File: config.mk
export PLATFORM = sky130hd
export DESIGN_NAME = popcount_frame_accumulator
export DESIGN_NICKNAME = d
export VERILOG_FILES = /design/src/rtl/popcount_frame_accumulator.sv
export SDC_FILE = /design/constraint.sdc
export NUM_CORES = 1
export LEC_CHECK = 0
export CORE_MARGIN = 2
export CORE_UTILIZATION = 30
export DETAILED_ROUTE_END_ITERATION = 10
export GPL_TIMING_DRIVEN = 0
export PLACE_DENSITY_LB_ADDON = 0.1
export SETUP_SLACK_MARGIN = 0.4
export SLEW_MARGIN = 0
export SYNTH_ARGS = -nofsm -noshare
export SYNTH_HDL_FRONTEND = slang
export SYNTH_SLANG_ARGS = --single-unit
File: constraint.sdc
create_clock -name clock -period 5.6 [get_ports clock]
set_input_delay 1.12 -clock clock [delete_from_list [all_inputs] [get_ports clock]]
set_output_delay 1.12 -clock clock [all_outputs]
set_load 0.02 [all_outputs]
File: src/rtl/popcount_frame_accumulator.sv
// Frame-level popcount accumulator: sums the set bits of a stream of words per frame
// and hands out one (total, words) result per frame on a valid/ready port.

module population_count #(
    parameter int WIDTH       = 32,
    parameter int COUNT_WIDTH = $clog2(WIDTH + 1)
) (
    input  logic [WIDTH-1:0]       data,
    output logic [COUNT_WIDTH-1:0] count
);

    localparam int LEVELS = $clog2(WIDTH);
    localparam int LEAVES = 1 << LEVELS;

    logic [LEAVES-1:0] padded;

    generate
        if (LEAVES > WIDTH) begin : g_pad
            assign padded = {{(LEAVES - WIDTH){1'b0}}, data};
        end else begin : g_nopad
            assign padded = data;
        end
    endgenerate

    // Balanced adder tree; each level lives in its own scope so no net feeds back into itself.
    genvar gi, gj;
    generate
        for (gi = 0; gi <= LEVELS; gi++) begin : g_level
            localparam int NODES = LEAVES >> gi;
            logic [COUNT_WIDTH-1:0] sum [NODES];
            for (gj = 0; gj < NODES; gj++) begin : g_node
                if (gi == 0) begin : g_leaf
                    assign sum[gj] = COUNT_WIDTH'(padded[gj]);
                end else begin : g_add
                    assign sum[gj] = g_level[gi-1].sum[2*gj] + g_level[gi-1].sum[2*gj+1];
                end
            end
        end
    endgenerate

    assign count = g_level[LEVELS].sum[0];

endmodule

module popcount_frame_accumulator #(
    parameter int WORD_WIDTH  = 32,
    parameter int WORD_COUNT  = 16,
    parameter int TOTAL_WIDTH = 10
) (
    input  logic                             clock,
    input  logic                             clear,
    input  logic                             input_valid,
    output logic                             input_ready,
    input  logic [WORD_WIDTH-1:0]            input_data,
    input  logic                             input_last,
    output logic                             output_valid,
    input  logic                             output_ready,
    output logic [TOTAL_WIDTH-1:0]           output_total,
    output logic [$clog2(WORD_COUNT+1)-1:0]  output_words
);

    localparam int PC_W    = $clog2(WORD_WIDTH + 1);
    localparam int WORDS_W = $clog2(WORD_COUNT + 1);
    localparam logic [WORDS_W-1:0] LAST_INDEX = WORDS_W'(WORD_COUNT - 1);

    typedef enum logic {
        ACCUMULATE,
        HOLD
    } state_t;

    state_t state_reg, state_next;

    logic [PC_W-1:0]        word_popcount;
    logic                   word_last;
    logic                   in_fire;
    logic                   out_fire;
    logic [WORDS_W-1:0]     in_index_reg;
    logic                   s1_valid_reg;
    logic                   s1_last_reg;
    logic [PC_W-1:0]        s1_count_reg;
    logic                   s2_last_reg;
    logic [TOTAL_WIDTH-1:0] count_ext;
    logic [TOTAL_WIDTH-1:0] total_reg;
    logic [WORDS_W-1:0]     words_reg;

    population_count #(
        .WIDTH       (WORD_WIDTH),
        .COUNT_WIDTH (PC_W)
    ) u_popcount (
        .data  (input_data),
        .count (word_popcount)
    );

    generate
        if (TOTAL_WIDTH > PC_W) begin : g_ext
            assign count_ext = {{(TOTAL_WIDTH - PC_W){1'b0}}, s1_count_reg};
        end else if (TOTAL_WIDTH == PC_W) begin : g_same
            assign count_ext = s1_count_reg;
        end else begin : g_trunc
            assign count_ext = s1_count_reg[TOTAL_WIDTH-1:0];
        end
    endgenerate

    // The input-side index runs ahead of words_reg, so the forced last is decided at acceptance.
    assign word_last = input_last || (in_index_reg == LAST_INDEX);
    assign in_fire   = input_valid && input_ready;
    assign out_fire  = output_valid && output_ready;

    always_comb begin
        state_next   = state_reg;
        input_ready  = 1'b0;
        output_valid = 1'b0;
        case (state_reg)
            ACCUMULATE: begin
                input_ready = !clear && !(s1_valid_reg && s1_last_reg) && !s2_last_reg;
                if (s2_last_reg) begin
                    state_next = HOLD;
                end
            end
            HOLD: begin
                output_valid = 1'b1;
                if (output_ready) begin
                    state_next = ACCUMULATE;
                end
            end
            default: state_next = ACCUMULATE;
        endcase
    end

    always_ff @(posedge clock) begin
        if (clear) begin
            state_reg <= ACCUMULATE;
        end else begin
            state_reg <= state_next;
        end
    end

    always_ff @(posedge clock) begin
        if (clear) begin
            in_index_reg <= '0;
            s1_valid_reg <= 1'b0;
            s1_last_reg  <= 1'b0;
            s1_count_reg <= '0;
            s2_last_reg  <= 1'b0;
            total_reg    <= '0;
            words_reg    <= '0;
        end else begin
            s1_valid_reg <= in_fire;
            if (in_fire) begin
                s1_count_reg <= word_popcount;
                s1_last_reg  <= word_last;
                in_index_reg <= word_last ? '0 : in_index_reg + 1'b1;
            end
            // Delays the frame end by one edge so HOLD starts two edges after the last accept.
            s2_last_reg <= s1_valid_reg && s1_last_reg;
            if (out_fire) begin
                total_reg <= '0;
                words_reg <= '0;
            end else if (s1_valid_reg) begin
                total_reg <= total_reg + count_ext;
                words_reg <= words_reg + 1'b1;
            end
        end
    end

    assign output_total = total_reg;
    assign output_words = words_reg;

endmodule

=== After elaboration in Yosys (flattened, before gate mapping) ===
Cells that the tools add are included.

* Word-level logic and storage cells: 60
* Output and inout port bits: 17
* Bits in latches: 0
* Memory bits (writable): 0
* ROM bits: 0
* Memories kept: 0
* Bits in registers: 30

* Bitwise operators: 1
* Divide/modulo/power cells: 0
* Reduce and logical (&&, ||, !) cells: 10
* Multiplexer cells: 6
* $lt $le $gt $ge: 0
* Shift-type cells: 0
* Eq/ne operators: 1
* $mul: 0
* Add/sub/neg operators: 34

{| class="wikitable"
|+ Operators by type and width
! kind !! count
|-
| $add A6 B6 Y6 || 15
|-
| $add A1 B1 Y2 || 16
|-
| $add A10 B6 Y10 || 1
|-
| $add A5 B1 Y5 const B || 2
|-
| $eq A5 B4 Y1 const B || 1
|-
| $logic_and A1 B1 Y1 || 5
|-
| $mux W5 || 1
|-
| $mux W1 || 4
|-
| $logic_not A1 Y1 || 3
|-
| $pmux W1 S2 || 1
|-
| $reduce_or A2 Y1 || 1
|-
| $logic_or A1 B1 Y1 || 1
|-
| $not A1 Y1 || 1
|}

=== Depth between registers and ports, before layout ===
* Depth in word-level cells: 6
* Gate-level depth with buffers: 17
* Gate-level depth less buffers: 17

=== Cells and area by module ===
A second synthesis with hierarchy kept.

* Cells, all modules: 265
* Area total of the unflattened synthesis: 2473.6 µm²

{| class="wikitable"
|+ Modules (own cells, without submodules)
! module !! cells each !! times used !! area an instance (µm²)
|-
| popcount_frame_accumulator || 164 || 1 || 1492.7
|-
| population_count || 101 || 1 || 980.9
|}

=== Worst setup path after synthesis ===
Ideal clock, no wire load.

* Kind: input to register
* From: in input_data[16]
* To: reg s1_count_reg[5]
* Buffers on the path: 0
* Setup slack: 496 ps
* Stages: 13
* Data required time: 5469 ps
* Arrival time: 4973 ps
* Cells stage by stage: ha_1 > inv_1 > fa_1 > inv_1 > fa_1 > fa_1 > fa_1 > fa_1 > ha_1 > fa_1 > a21o_1 > a211oi_1 > nor3_2

* Cells in the longest elaborated chain, start to end: 5

{| class="wikitable"
|+ Ends and longest elaborated chain
! what !! line !! source
|-
| start: declaration || 54 || <nowiki>input logic [WORD_WIDTH-1:0] input_data,</nowiki>
|-
| $add A1 B1 Y2 || 35 || <nowiki>assign sum[gj] = g_level[gi-1].sum[2*gj] + g_level[gi-1].sum[2*gj+1];</nowiki>
|-
| $add A6 B6 Y6 (4 in series) || 35 ||
|-
| end signal: assignment || 150 || <nowiki>s1_count_reg <= word_popcount;</nowiki>
|-
| end: declaration || 80 || <nowiki>logic [PC_W-1:0] s1_count_reg;</nowiki>
|}

Every way passes these cells.
A chain may end at the register's enable or synchronous reset.

=== Final worst setup path ===
* From: in input_data[8]
* To: reg s1_count_reg[5]

Same word-level chain as after synthesis.

==> metrics.yaml <==
run_status:
  outcome: "complete, no violations"
hold_path:
  hold_path_class: "register to register"
worst_setup_path:
  end_kind: "register"
  crit_arrival_ns: 5.35
  max_stage_delay_ns: 0.55
  crit_fanout: 2
  crit_chain: "clkdlybuf4s50_1 -> ha_1 -> inv_1 -> fa_1 -> fa_1 -> inv_1 -> fa_1 -> fa_1 -> fa_1 -> ha_2 -> fa_2 -> a21o_1 -> a211oi_2 -> nor3_2"
  critPathLaunchType: "primary input"
  critPathRequiredTime_ns: 5.75
  crit_path_frequent_cell: "fa_1"
  cp_slowest_cell: "fa_1"
  crit_type: "primary input to register"
timing:
  relSlewSlack: 0.6570
  worst_pin_slew_ns: 0.5145
  final.setup.tns_ns: 0
  fmax_mhz: 192.4
  setup_viol: 0
  period_share: 0.9282
  drv_slew: 0
  finClkSkew_ns: 0.008583
  period_minus_slack_ns: 5.198
  hold_viol: 0
  rsz0062_at_grt: "true"
global_routing:
  grt_max_degree: 11
  grt_use_total: 0.1110
  antenna_found_initial: 0
  gr-total-overflow: 0
  grt_pass1_vias: 2007
  grt_pass1_wl_mm: 8.811
layout:
  largest_reg_flops: 10
  layout.nets: 438
  diodes: 0
  drive_above_1_share: 0.09649
  fillers: 903
  fin_area_um2: 3413
  area.growth.synth_to_final_pct: 29.29
yosys:
  seq_area_frac_synth: 0.2275
  synth_cell_types: 45
  synth_area_um2: 2640
  synth_nets: 378
  yosys_register_bits: 30
  synth_area_per_cell_um2: 9.395
  synth-async-reset-ratio: 0
  synth_edf_count: 0
  synthCells: 281
  synth_top_flop_cell: "dfxtp_1"
  yosysWarnings: 0
detailed_routing:
  vias_per_cell: 4.471
  wl_per_cell_um: 11.19
  vias: 2012
  drc: 0
  dr.pass1.iters: 4
  first_iter_violations: 44
  ant_nets: 0
  drt-total-wl_mm: 5.036
pwr:
  p_per_area_nw_per_um2: 353.2
  peakVddDrop_mv: 0.1635
  leakagePower_nw: 1.521
floorplan:
  core_um2: 8636
  die_w_um: 97.81
  initial_core_util: 0.3057
  die_y_um: 97.81
  die_area_um2: 9567
  std_cell_rows: 34
  ios: 54
clock_tree:
  hold_buffers: 0
  htreeDepth: 2
  insertion_delay_ns: 0.28
  cts.sinks: 30
  path_clk_slew_ns: 0.07
  cts_buffers: 5
  clock_path_buffers: 2
  tritoncts: "built"
  cts_root_buffer: "clkbuf_8"
flow_run:
  drv_cap: 0
place:
  dpl_cell_area_um2: 3296
  gp_congestion: 0.7679
  io_buffers: 52
  dp_hpwl_mm: 4.083
==> synthesized netlist by cell type, types with 3 or more instances <==
cell	number	area (um^2)
xnor2_1	5	43.79
a211oi_1	5	37.54
nand3_1	8	40.04
xor2_1	4	35.03
nor2_1	17	63.81
nand3b_1	9	67.56
nand4_1	3	18.77
ha_1	33	412.9
a21o_1	4	30.03
mux2i_1	5	50.05
nand2_1	12	45.04
o21a_1	3	22.52
dfxtp_1	30	600.6
clkbuf_1	3	11.26
o31ai_1	5	37.54
a21oi_1	7	35.03
o21ai_1	4	20.02
inv_1	63	236.5
fa_1	27	540.5
==> cell type report <==
| type | instances | area, um^2 | share of cell area |
|---|---|---|---|
| multi-input cells | 181 | 1778 | 0.5209 |
| well taps | 108 | 135.1 | 0.03959 |
| flip-flops and latches | 30 | 600.6 | 0.1760 |
| plain buffers | 6 | 38.79 | 0.01136 |
| clock inverters | 2 | 12.51 | 0.003666 |
| clock buffers | 6 | 82.58 | 0.02419 |
| repair buffers | 53 | 520.5 | 0.1525 |
| inverters | 64 | 245.2 | 0.07185 |
==> metrics by stage <==
| step | total power [mW] | util | std cells | hold slack (ns) | setup WS, ns |
|---|---|---|---|---|---|
| 2_1_floorplan | 0.8432 | - | 281 | 0.4478 | 0.4964 |
| 3_3_place_gp | 1.004 | 0.3816 | 441 | 0.4641 | -0.1548 |
| 3_5_place_dp | 1.016 | 0.3816 | 441 | 0.4754 | -0.1667 |
| 4_1_cts | 1.239 | 0.3952 | 450 | 0.4871 | 0.4001 |
| 5_1_grt | 1.376 | 0.3952 | 450 | 0.5129 | 0.2492 |
| 6_report | 1.206 | 0.3952 | 450 | 0.4822 | 0.4022 |
==> critical path: cells and delay by family <==
kind	cells	cell delay, ns
AO/OA/AOI/OAI	2	0.38
adder cells (fa/ha/maj)	8	3.23
AND/OR/NAND/NOR	1	0.06
buffers and inverters	3	0.57
==> kinds of logic (layout without fill, tap and decap cells) <==
family | Yosys count | in the layout | synth area share
buf+inv | 70 | 131 | 0.1076
simple gates | 66 | 66 | 0.1360
fa+ha+maj | 60 | 60 | 0.3611
compound gates | 41 | 41 | 0.1190
flops | 30 | 30 | 0.2275
xor+xnor | 9 | 9 | 0.02986
mux | 5 | 5 | 0.01896
==> routing by layer <==
layer  wire length, um  global-route usage
met2              2315              0.1751
met5                 0                   0
met3               180             0.02649
met4                34             0.02564
met1              2506              0.1552
==> cells in the final DEF (no fill, tap or decap), drive strengths merged, types with 2 or more instances in the layout <==
| cell | Yosys | final |
|---|---|---|
| inv | 63 | 63 |
| clkdlybuf4s50 | 0 | 46 |
| ha | 33 | 33 |
| dfxtp | 30 | 30 |
| fa | 27 | 27 |
| nor2 | 17 | 17 |
| nand2 | 14 | 14 |
| nand3b | 9 | 9 |
| nand3 | 9 | 9 |
| a21oi | 9 | 9 |
| clkbuf | 3 | 9 |
| dlygate4sd2 | 0 | 6 |
| o21ai | 6 | 6 |
| mux2i | 5 | 5 |
| xnor2 | 5 | 5 |
| o31ai | 5 | 5 |
| a211oi | 5 | 5 |
| a21o | 4 | 4 |
| xor2 | 4 | 4 |
| buf | 3 | 4 |
| o21a | 3 | 3 |
| nand4 | 3 | 3 |
| nor3 | 3 | 3 |
| or4 | 2 | 2 |
| nand2b | 2 | 2 |
| o211ai | 2 | 2 |
| nor3b | 2 | 2 |
| clkinv | 1 | 2 |
==> path summary, 6_finish.rpt <==
check                  start               to  cells after the start  slack, ns
min          output_total[9]  output_total[9]                      2       0.48
max            input_data[8]  s1_count_reg[5]                     14       0.40
max reg2reg  s1_count_reg[0]  output_total[8]                      7       3.61
min reg2reg  output_total[9]  output_total[9]                      2       0.48
==> where the power goes <==
| part | internal [mW] | leakage (nW) | switching (mW) | total [mW] |
|---|---|---|---|---|
| sequential | 0.235 | 0.244 | 0.0157 | 0.250 |
| clock | 0.0987 | 0.0472 | 0.0871 | 0.186 |
| combinational | 0.380 | 1.23 | 0.389 | 0.769 |
| total | 0.713 | 1.52 | 0.492 | 1.21 |
==> timing repair <==
| action | in CTS | in global routing |
|---|---|---|
| pin swaps | 15 | 2 |
| setup buffers | 1 | 0 |
| gates resized for setup | 18 | 0 |
| endpoints found under the setup margin | 3 | 3 |
| gates cloned | 0 | 0 |
No activity file was read; power rests on OpenSTA's default activity.
